[src/rtl/uart_pkg.sv]
// Shared constants for the UART transmit drain: FSM encoding and bit-timing helpers.
// The PARITY state exists only when UART_TX_PARITY_EN is defined.
package uart_pkg;

    localparam logic [2:0] StIdle   = 3'd0;
    localparam logic [2:0] StPop    = 3'd1;
    localparam logic [2:0] StLoad   = 3'd2;
    localparam logic [2:0] StStart  = 3'd3;
    localparam logic [2:0] StData   = 3'd4;
    localparam logic [2:0] StStop   = 3'd5;
`ifdef UART_TX_PARITY_EN
    localparam logic [2:0] StParity = 3'd6;
`endif

    function automatic int unsigned clks_per_bit(input int unsigned clk_freq,
                                                 input int unsigned bit_rate);
        return clk_freq / bit_rate;
    endfunction

    // Counter width for a modulus of n; never narrower than one bit.
    function automatic int unsigned cnt_width(input int unsigned n);
        return (n > 1) ? $clog2(n) : 1;
    endfunction

endpackage

[src/rtl/uart_baud_gen.sv]
// Bit-period timer: pulses tick for one cycle every CLKS_PER_BIT clocks.
// A load pulse restarts the period so the first bit of a frame is full length.
module uart_baud_gen
    import uart_pkg::*;
#(
    parameter int unsigned CLKS_PER_BIT = 217
) (
    input  logic clk,
    input  logic reset,
    input  logic load,
    output logic tick
);

    localparam int unsigned CntW = cnt_width(CLKS_PER_BIT);
    localparam logic [CntW-1:0] CntMax = CntW'(CLKS_PER_BIT - 1);

    logic [CntW-1:0] cnt_q, cnt_d;

    always_comb begin
        cnt_d = cnt_q + CntW'(1);
        if (load || (cnt_q == CntMax)) begin
            cnt_d = '0;
        end
    end

    always_ff @(posedge clk) begin
        if (reset) begin
            cnt_q <= '0;
        end else begin
            cnt_q <= cnt_d;
        end
    end

    assign tick = (cnt_q == CntMax);

endmodule

[src/rtl/uart_tx_drain.sv]
// UART transmitter that drains an upstream FIFO one word per frame.
// Define UART_TX_PARITY_EN to insert an even-parity bit between the data bits and stop.
module uart_tx_drain
    import uart_pkg::*;
#(
    parameter int unsigned CLK_FREQ = 25000000,
    parameter int unsigned BIT_RATE = 115200,
    parameter int unsigned WIDTH    = 8
) (
    input  logic             clk,
    input  logic             reset,
    input  logic             fifo_empty,
    output logic             fifo_read,
    input  logic [WIDTH-1:0] fifo_data,
    output logic             tx,
    output logic             busy
);

    localparam int unsigned ClksPerBit = clks_per_bit(CLK_FREQ, BIT_RATE);
    localparam int unsigned BitW = cnt_width(WIDTH);
    localparam logic [BitW-1:0] BitLast = BitW'(WIDTH - 1);

    logic [2:0]       state_q, state_d;
    logic [WIDTH-1:0] shift_q, shift_d;
    logic [BitW-1:0]  bit_cnt_q, bit_cnt_d;
    logic             tx_q, tx_d;
    logic             baud_load;
    logic             bit_tick;
`ifdef UART_TX_PARITY_EN
    logic             parity_q, parity_d;
`endif

    uart_baud_gen #(
        .CLKS_PER_BIT(ClksPerBit)
    ) u_baud_gen (
        .clk  (clk),
        .reset(reset),
        .load (baud_load),
        .tick (bit_tick)
    );

    always_comb begin
        state_d   = state_q;
        shift_d   = shift_q;
        bit_cnt_d = bit_cnt_q;
        baud_load = 1'b0;
`ifdef UART_TX_PARITY_EN
        parity_d  = parity_q;
`endif
        case (state_q)
            StIdle: begin
                if (!fifo_empty) state_d = StPop;
            end
            // FIFO registers its output, so the popped word is stable from here on.
            StPop: state_d = StLoad;
            StLoad: begin
                shift_d   = fifo_data;
                bit_cnt_d = '0;
                baud_load = 1'b1;
`ifdef UART_TX_PARITY_EN
                parity_d  = ^fifo_data;
`endif
                state_d   = StStart;
            end
            StStart: begin
                if (bit_tick) state_d = StData;
            end
            StData: begin
                if (bit_tick) begin
                    shift_d = shift_q >> 1;
                    if (bit_cnt_q == BitLast) begin
                        bit_cnt_d = '0;
`ifdef UART_TX_PARITY_EN
                        state_d   = StParity;
`else
                        state_d   = StStop;
`endif
                    end else begin
                        bit_cnt_d = bit_cnt_q + BitW'(1);
                    end
                end
            end
`ifdef UART_TX_PARITY_EN
            StParity: begin
                if (bit_tick) state_d = StStop;
            end
`endif
            StStop: begin
                if (bit_tick) state_d = StIdle;
            end
            default: state_d = StIdle;
        endcase

        // Line level follows the next state so tx is a plain register output.
        tx_d = 1'b1;
        case (state_d)
            StStart:  tx_d = 1'b0;
            StData:   tx_d = shift_d[0];
`ifdef UART_TX_PARITY_EN
            StParity: tx_d = parity_d;
`endif
            default:  tx_d = 1'b1;
        endcase
    end

    always_ff @(posedge clk) begin
        if (reset) begin
            state_q   <= StIdle;
            shift_q   <= '0;
            bit_cnt_q <= '0;
            tx_q      <= 1'b1;
`ifdef UART_TX_PARITY_EN
            parity_q  <= 1'b0;
`endif
        end else begin
            state_q   <= state_d;
            shift_q   <= shift_d;
            bit_cnt_q <= bit_cnt_d;
            tx_q      <= tx_d;
`ifdef UART_TX_PARITY_EN
            parity_q  <= parity_d;
`endif
        end
    end

    assign fifo_read = (state_q == StIdle) && !fifo_empty && !reset;
    assign busy      = (state_q != StIdle);
    assign tx        = tx_q;

endmodule

[config.mk]
export PLATFORM = sky130hd
export DESIGN_NAME = uart_tx_drain
export DESIGN_NICKNAME = d
export VERILOG_FILES = /design/src/rtl/uart_pkg.sv /design/src/rtl/uart_baud_gen.sv /design/src/rtl/uart_tx_drain.sv
export SDC_FILE = /design/constraint.sdc
export NUM_CORES = 1
export LEC_CHECK = 0
export CAP_MARGIN = 20
export CORE_MARGIN = 10
export CORE_UTILIZATION = 51
export CTS_BUF_LIST = sky130_fd_sc_hd__clkbuf_2
export CTS_CLUSTER_DIAMETER = 100
export DETAILED_ROUTE_END_ITERATION = 8
export PLACE_DENSITY = 0.74
export SLEW_MARGIN = 15
export SYNTH_ARGS = -nofsm -noshare
export SYNTH_HDL_FRONTEND = slang
export SYNTH_SLANG_ARGS = --single-unit
[constraint.sdc]
create_clock -name clk -period 1.5 [get_ports clk]
set_input_delay 0.15 -clock clk [delete_from_list [all_inputs] [get_ports clk]]
set_output_delay 0.15 -clock clk [all_outputs]
set_load 0.1 [all_outputs]
---- Yosys cells after proc, flatten, opt, wreduce, memory -nomap -nowiden ----
Cells that the tools add are included.
word-level totals
  input bits .............................. 11
  register bits after elaboration ......... 23
cells by class
  add/sub/neg operators ................... 2
  equality and inequality tests ........... 10
  multiplexer cells ....................... 13
  reduce and logical (&&, ||, !) cells .... 10
operator list
  cell                                           number
  two-way mux 3 bit                              7
  one-hot mux 3 bit (6 select lines)             1
  one-hot mux 8 bit (2 select lines)             1
  == test 3 bit, second input constant           4
  == test 3 x 2 -> 1 bit, second input constant  3
  adder 8 x 1 -> 8 bit, second input constant    1
  == test 8 bit, second input constant           1
  two-way mux 8 bit                              1
  one-hot mux 3 bit (2 select lines)             1
  adder 3 x 1 -> 3 bit, second input constant    1
  == test 3 x 1 -> 1 bit, second input constant  1
  logical NOT 3 bit                              1
  nonzero test 3 bit                             1
  logical AND 1 bit                              2
  logical NOT 1 bit                              2
  inequality test 2 bit, second input constant   1
  one-hot mux 1 bit (2 select lines)             1
  AND reduction 2 bit                            1
  nonzero test 2 bit                             1
  OR reduction 2 bit                             1
  logical OR 1 bit                               1
  two-way mux 1 bit                              1

---- Depth between registers and ports, before layout ----
Gate-level depths: netlist of run 1.
  depth in word-level cells ............... 6
  depth in mapped cells ................... 7
  mapped depth without buffers ............ 6

---- By module ----
Synthesis of run 1 repeated with hierarchy kept, for this count alone.
second synthesis, totals
  cells, all modules ...................... 129
  area, all modules ....................... 1,191.1 µm²
by module, submodules not included
  module         area each (µm²)  cells each  sequential area each (µm²)  times used
  uart_tx_drain  825.8            89          300.3                       1
  uart_baud_gen  365.4            40          160.2                       1

---- Worst setup path after synthesis of run 1 ----
Ideal clock, no wire load.
  path type ............................... flip-flop to output port
  start ................................... register state_q[1]
  end ..................................... output port fifo_read
  cell stages (with the launch flop) ...... 4
  arrival time ............................ 3.375 ns
  setup slack ............................. -2.025 ns
  path through ............................ dfxtp_1 buf_2 or3_2 nor3_1
between the ends
  word-level cells in the longest chain between the ends .. 3
ends and longest elaborated chain
  what                            RTL line              text
  start, declared                 uart_tx_drain.sv:23   logic [2:0] state_q, state_d;
  start signal, assigned          uart_tx_drain.sv:108  state_q <= StIdle;
  start signal, assigned          uart_tx_drain.sv:116  state_q <= state_d;
  logical NOT 3 bit               uart_tx_drain.sv:126  assign fifo_read = (state_q == StIdle) && !fifo_empty && !reset;
  logical AND 1 bit (2 in a row)  uart_tx_drain.sv:126
  end, declared                   uart_tx_drain.sv:13   output logic fifo_read,
No other way between the ends.

---- Worst setup path in the final report of run 1 ----
  start ................................... register state_q[1]
  end ..................................... register bit_cnt_q[0]
between the ends
  word-level cells in the longest chain between the ends .. 3
ends and longest elaborated chain
  what                                                                                 RTL line              text
  == test 3 bit / == test 3 x 2 -> 1 bit (equally long branches)                       uart_tx_drain.sv:50   case (state_q)
  inequality test 2 bit (no source line) / nonzero test 2 bit (equally long branches)  --
  AND reduction 2 bit (no source line)                                                 --
  end signal, assigned                                                                 uart_tx_drain.sv:118  bit_cnt_q <= bit_cnt_d;
  end, declared                                                                        uart_tx_drain.sv:25   logic [BitW-1:0] bit_cnt_q, bit_cnt_d;
Several ways; a longest one is shown, not always the timed one.
A chain may end at the register's enable or synchronous reset.

==> metrics, run 1 <==
status finished, violations left; failing checks setup timing; critical path endpoint category register; Synth area leader dfxtp_1; Synth cell types 41; 1st-pass router iterations 4; Root Driver clkbuf_2; count of state elements after synthesis 23; most frequent CP cell buf_6; Finished Layout Cells 186; VDD IR max 0.671 mV; CP delay by family, top simple AND/OR/NAND/NOR gates; Worst EP required 1850 ps; Core Footprint 2170 µm²; Port Buf Inserts 13; Routed Wire Length 3.12 mm; GRT Total Usage 13.8%; final std cell area, no fill 1670 µm²; initial antenna violation count 0; initial DRC count 62; Post-DP Area 1430 µm²; MaxCap Viol Count 0; leakage 0.000639 µW; CTS hold repair buffers 0; Inserted Clock Buffers 3; Mapped Cells 126; sequential share of the synthesized area 40.5%; vias 1,106; Worst R2R Setup Slack -260 ps; Netlist Area Pre-Place 1140 µm²; Min Hold Slack 295 ps; GRT overflow 0; Inserted Diodes 0; Filler cells 145; min Tclk post-route 1760 ps; Sink Count 23; Worst Path Arrival 2100 ps; Vias/cell 5.95; Post-synth EDFFs 0; Synth Net Count 141; # DRC 0; Cell Count Post-Placement 175; GPL Wtd Cong 0.824; vias in the first global route 1,069; HP Class in2reg; first-pass GRT wire length 4.94 mm; Post-DRT Antenna Nets 0; top_reg_cell synth dfxtp_1; hpwl dp 2.08 mm; WS Path Type reg2reg; worst-margin pin slew 365 ps; Synth Area per Inst 9.03 µm²; P per Cell Area 779 nW/µm²; Final Hold Violating Endpoints 0; Initial Util 52.4%; CP startpoint kind register; fraction of layout cells with a size suffix above 1 43.7%; Max Clk Rate 569 MHz; RSZ-0062 raised after global routing yes; crit share post-route 117%; Crit path largest cell delay 490 ps; CP cell instances buf_4 -> buf_6 -> buf_6 -> nor3b_4 -> a31oi_4 -> or4_4 -> a21oi_2; CTS Buffer Depth 2; # IOs 14; Yosys warning count 0; Async SR Flop Fraction 0%; routed len/inst 16.8 µm; Nets 174; Worst Setup Slack, final -259 ps; Worst-path clk slew 260 ps; CP bufs+invs 3; die footprint 4520 µm²; CTS H-Tree Depth 1; worst-skew pair later-pin latency 380 ps; CTS tree built; slowest CP cell or4_4; die height 67.2 µm; Rel. slew slack 75.4%; largest net degree at the start of global routing 15; Area growth syn-to-layout 46.6%; synth top area cells dfxtp_1 (40%), a21oi_1 (4.8%), ha_1 (4.4%); max-slew violations 0; final setup vio count 15; worst-path maximum fanout 3; die width 67.2 µm; final setup skew 28.8 ps; row count 17; Yosys top cell area share 40.5%
-- layout by cell type, fill, tap and decap left out, types with 2 or more instances in the layout --
cell type	count
a211o_1	2
a21oi_1	6
a21oi_2	5
a22oi_2	5
a31oi_1	2
and3_1	2
buf_12	4
buf_4	15
buf_6	6
clkbuf_2	3
clkdlybuf4s50_1	10
dfxtp_1	18
dfxtp_2	5
ha_1	3
inv_1	3
nand2_1	11
nand3_1	5
nand4_1	2
nor2_1	8
nor2_2	4
nor3_4	2
nor3b_4	2
or3_4	2
or3b_4	4
xor2_1	5
-- sequential cells by signal (all words and copies together) (netlist names) --
signal            flops
tx                    1
state_q               3
shift_q               8
bit_cnt_q             3
u_baud_gen.cnt_q      8
-- cell usage after synthesis (all sizes together), types with 2 or more instances --
| cell | number |
|---|---|
| nor3b | 3 |
| nand3 | 5 |
| nor3 | 2 |
| inv | 4 |
| ha | 4 |
| nand4 | 2 |
| or3b | 4 |
| and3 | 3 |
| buf | 4 |
| a21oi | 11 |
| or3 | 2 |
| and4b | 2 |
| xor2 | 5 |
| o21ai | 2 |
| a211o | 2 |
| clkbuf | 3 |
| nand2 | 12 |
| dfxtp | 23 |
| nor2 | 12 |
| a22oi | 6 |
| a31oi | 3 |
-- power by group --
part	total, µW	switching [µW]	internal (µW)
clock network	277	215	61.8
logic	360	186	174
registers	662	20.0	642
total	1300	421	878
-- layer usage --
layer / GRT usage, % / up-vias / routed length [µm]
met5: 0 / - / 0
met4: 4.62 / 0 / 70
met3: 2.64 / 12 / 135
met2: 25.5 / 38 / 1650
met1: 15.5 / 536 / 1260
li1: - / 520 / -
-- tightest hold or removal path, delay by kind of cell --
family	cells	cell delay, ps
AOI/OAI and AO/OA	1	50
buffers and inverters	1	410
and+or+nand+nor	1	70
-- what timing repair did --
| action | CTS | global route |
|---|---|---|
| pin swaps | 7 | 10 |
| setup endpoints to repair | 10 | 19 |
| resized for setup | 25 | 15 |
| setup buffers | 4 | 4 |
-- area by class of cell --
type	count	area [µm²]	area share (%)
Sequential cell	23	467	28.0
Multi-Input combinational cell	92	768	46.1
Clock buffer	3	15.0	0.900
Inverter	4	15.0	0.900
Tap cell	28	35.0	2.10
Timing Repair Buffer	35	360	21.6
Clock inverter	1	7.51	0.450
-- through the flow --
step                      setup WS (ps)  TNS [ps]  power (µW)  util [%]
after global routing               -312     -2670        1350      76.9
final                              -259     -1620        1300      76.9
after global placement             4.40         0         945      65.7
after CTS                          -242      -497        1240      72.4
after detailed placement           -238      -405         958      65.7
after floorplan                    -473      -488         835         -
-- cell families (layout without fill, tap and decap cells) --
family / after synthesis / count (layout) / share of synthesized area (%)
AOI/OAI and AO/OA: 29 / 29 / 17.9
and+or+nand+nor: 53 / 53 / 27.9
DFF: 23 / 23 / 40.5
buffers and inverters: 11 / 43 / 4.62
xor gates and xnor gates: 6 / 6 / 4.62
adders and majority gates: 4 / 4 / 4.40
-- final timing paths --
check	start	endpoint	depth (start not counted)
worst max-delay path	state_q[1]	bit_cnt_q[0]	7
worst min-delay path	fifo_data[7]	shift_q[7]	3
worst max register to register	state_q[1]	bit_cnt_q[0]	7
worst min register to register	shift_q[6]	shift_q[6]	2
Note: power is estimated with default switching activity, not from simulation.
==> run 2, diff against run 1 <==
--- a/config.mk
+++ b/config.mk
@@ -7,11 +7,11 @@
 export LEC_CHECK = 0
 export CAP_MARGIN = 20
 export CORE_MARGIN = 10
-export CORE_UTILIZATION = 51
+export CORE_UTILIZATION = 35
 export CTS_BUF_LIST = sky130_fd_sc_hd__clkbuf_2
 export CTS_CLUSTER_DIAMETER = 100
 export DETAILED_ROUTE_END_ITERATION = 8
-export PLACE_DENSITY = 0.74
+export PLACE_DENSITY = 0.53
 export SLEW_MARGIN = 15
 export SYNTH_ARGS = -nofsm -noshare
 export SYNTH_HDL_FRONTEND = slang
==> run 2 against run 1 <==
Against the previous run: the run still ends with setup timing left; critical path depth is 3 lower; maximum frequency increased by 3.7%; wire length is 14% lower; worst hold slack better by 71 ps; via count down 6.1%; sequential share of layout area about the same; clock-buffer cell count unchanged; total power is 4.2% lower; setup slack improved by 62 ps; first-iteration DRC count shrank 8.1%; largest cell class unchanged; largest power group unchanged.
==> metrics, run 2 (synthesis results as in run 1) <==
MaxCap Viol Count 0; CTS hold repair buffers 0; Core Footprint 3080 µm²; GRT Total Usage 8.86%; initial DRC count 57; Rel. slew slack 74.9%; final setup skew 9.77 ps; VDD IR max 0.525 mV; hpwl dp 1.98 mm; Min Hold Slack 366 ps; Comb pwr share 27.2%; critical path endpoint category output port; Worst Setup Slack, final -197 ps; Flop pwr share 52.9%; Int Power 871 µW; fraction of layout cells with a size suffix above 1 39.6%; first-pass GRT wire length 4.47 mm; commonest non-fill, non-tap cell in the layout buf_4; Worst-path clk slew 220 ps; worst-margin pin slew 373 ps; CTS tree built; Cell Count Post-Placement 194; NetSw 374 µW; leakage 0.000664 µW; crit share post-route 113%; Layout Utilization 54.2%; status finished, violations left; die footprint 5930 µm²; Inserted Clock Buffers 3; Nets 180; CP startpoint kind register; die width 77.0 µm; row count 20; die height 77.0 µm; HP Class in2reg; worst-skew pair later-pin latency 330 ps; Sink Count 23; vias 1,038; # DRC 0; Filler cells 283; GPL Wtd Cong 0.759; Switching Share 30.1%; CTS H-Tree Depth 1; commonest cells after routing, fill and taps aside buf_4 (21), dfxtp_1 (18), nand2_1 (11), nor2_1 (11), clkdlybuf4s50_1 (10); vias in the first global route 1,021; Initial Util 37.0%; P per Cell Area 746 nW/µm²; Post-DRT Antenna Nets 0; FF/Latch Area 467 µm²; GRT overflow 0; WS Path Type reg2out; setup tns final -614 ps; worst-path maximum fanout 7; initial antenna violation count 0; Vias/cell 4.99; routed len/inst 12.9 µm; Finished Layout Cells 208; failing checks setup timing; max-slew violations 0; Final Hold Violating Endpoints 0; Routed Wire Length 2.67 mm; Worst Path Arrival 1550 ps; largest net degree at the start of global routing 14; Max Clk Rate 589 MHz; # IOs 14; 1st-pass router iterations 4; Area growth syn-to-layout 46.8%; Inserted Diodes 0; min Tclk post-route 1700 ps; final setup vio count 12; RSZ-0062 raised after global routing yes; largest registers shift_q (8), u_baud_gen.cnt_q (8); pre-CTS setup slack -43.8 ps; Worst EP required 1350 ps; clock power share 19.9%; CTS Buffer Depth 2; Root Driver clkbuf_2; Port Buf Inserts 13; area of the multi-input gates 716 µm²
[run 2: path summary, 6_finish.rpt]
path           startpoint           end  slack, ps  cells after the start
max            state_q[1]     fifo_read       -200                      4
min          fifo_data[7]    shift_q[7]        370                      3
max reg2reg    state_q[1]  bit_cnt_q[0]        -90                      6
min reg2reg    shift_q[4]    shift_q[4]        470                      2
[run 2: metrics by stage]
| step | total power (µW) | area (µm²) |
|---|---|---|
| 2_1_floorplan | 835 | 1160 |
| 3_3_place_gp | 952 | 1470 |
| 3_5_place_dp | 957 | 1470 |
| 4_1_cts | 1240 | 1630 |
| 5_1_grt | 1300 | 1670 |
| 6_report | 1240 | 1670 |
[run 2: per-layer routing]
metal | global-route usage, % | share of wire (%)
met1 | 10.5 | 46
met2 | 15.4 | 51
met3 | 1.63 | 2.8
met4 | 3.28 | 0.71
met5 | 0 | 0
[run 2: area by class of cell]
| cell class | count | area share (%) |
|---|---|---|
| clock buffer | 3 | 0.900 |
| clock inverter | 1 | 0.300 |
| inverter | 4 | 0.900 |
| multi-input combinational | 92 | 42.9 |
| sequential | 23 | 28.0 |
| tap | 44 | 3.30 |
| timing repair buffer | 41 | 23.8 |
[run 2: power by group through the flow]
stage                     Sequential, µW  Clock, µW  Combinational, µW
after CTS                            658        254                329
after floorplan                      687          0                148
after global routing                 663        280                361
after global placement               671          0                281
final                                658        248                338
after detailed placement             672          0                284
[run 2: critical path, cell delays in order, from the launching register on]
cell and delay [ps]:
dfxtp_2 370, buf_4 150, or3_4 350, nor3_4 150
buf_12 200
[run 2: repair_timing]
action	in CTS	in global routing
resized for setup	21	7
endpoints found under the hold margin	0	0
endpoints found under the setup margin	20	23
buffers inserted	10	1
cloned	0	0
pin swaps	14	6
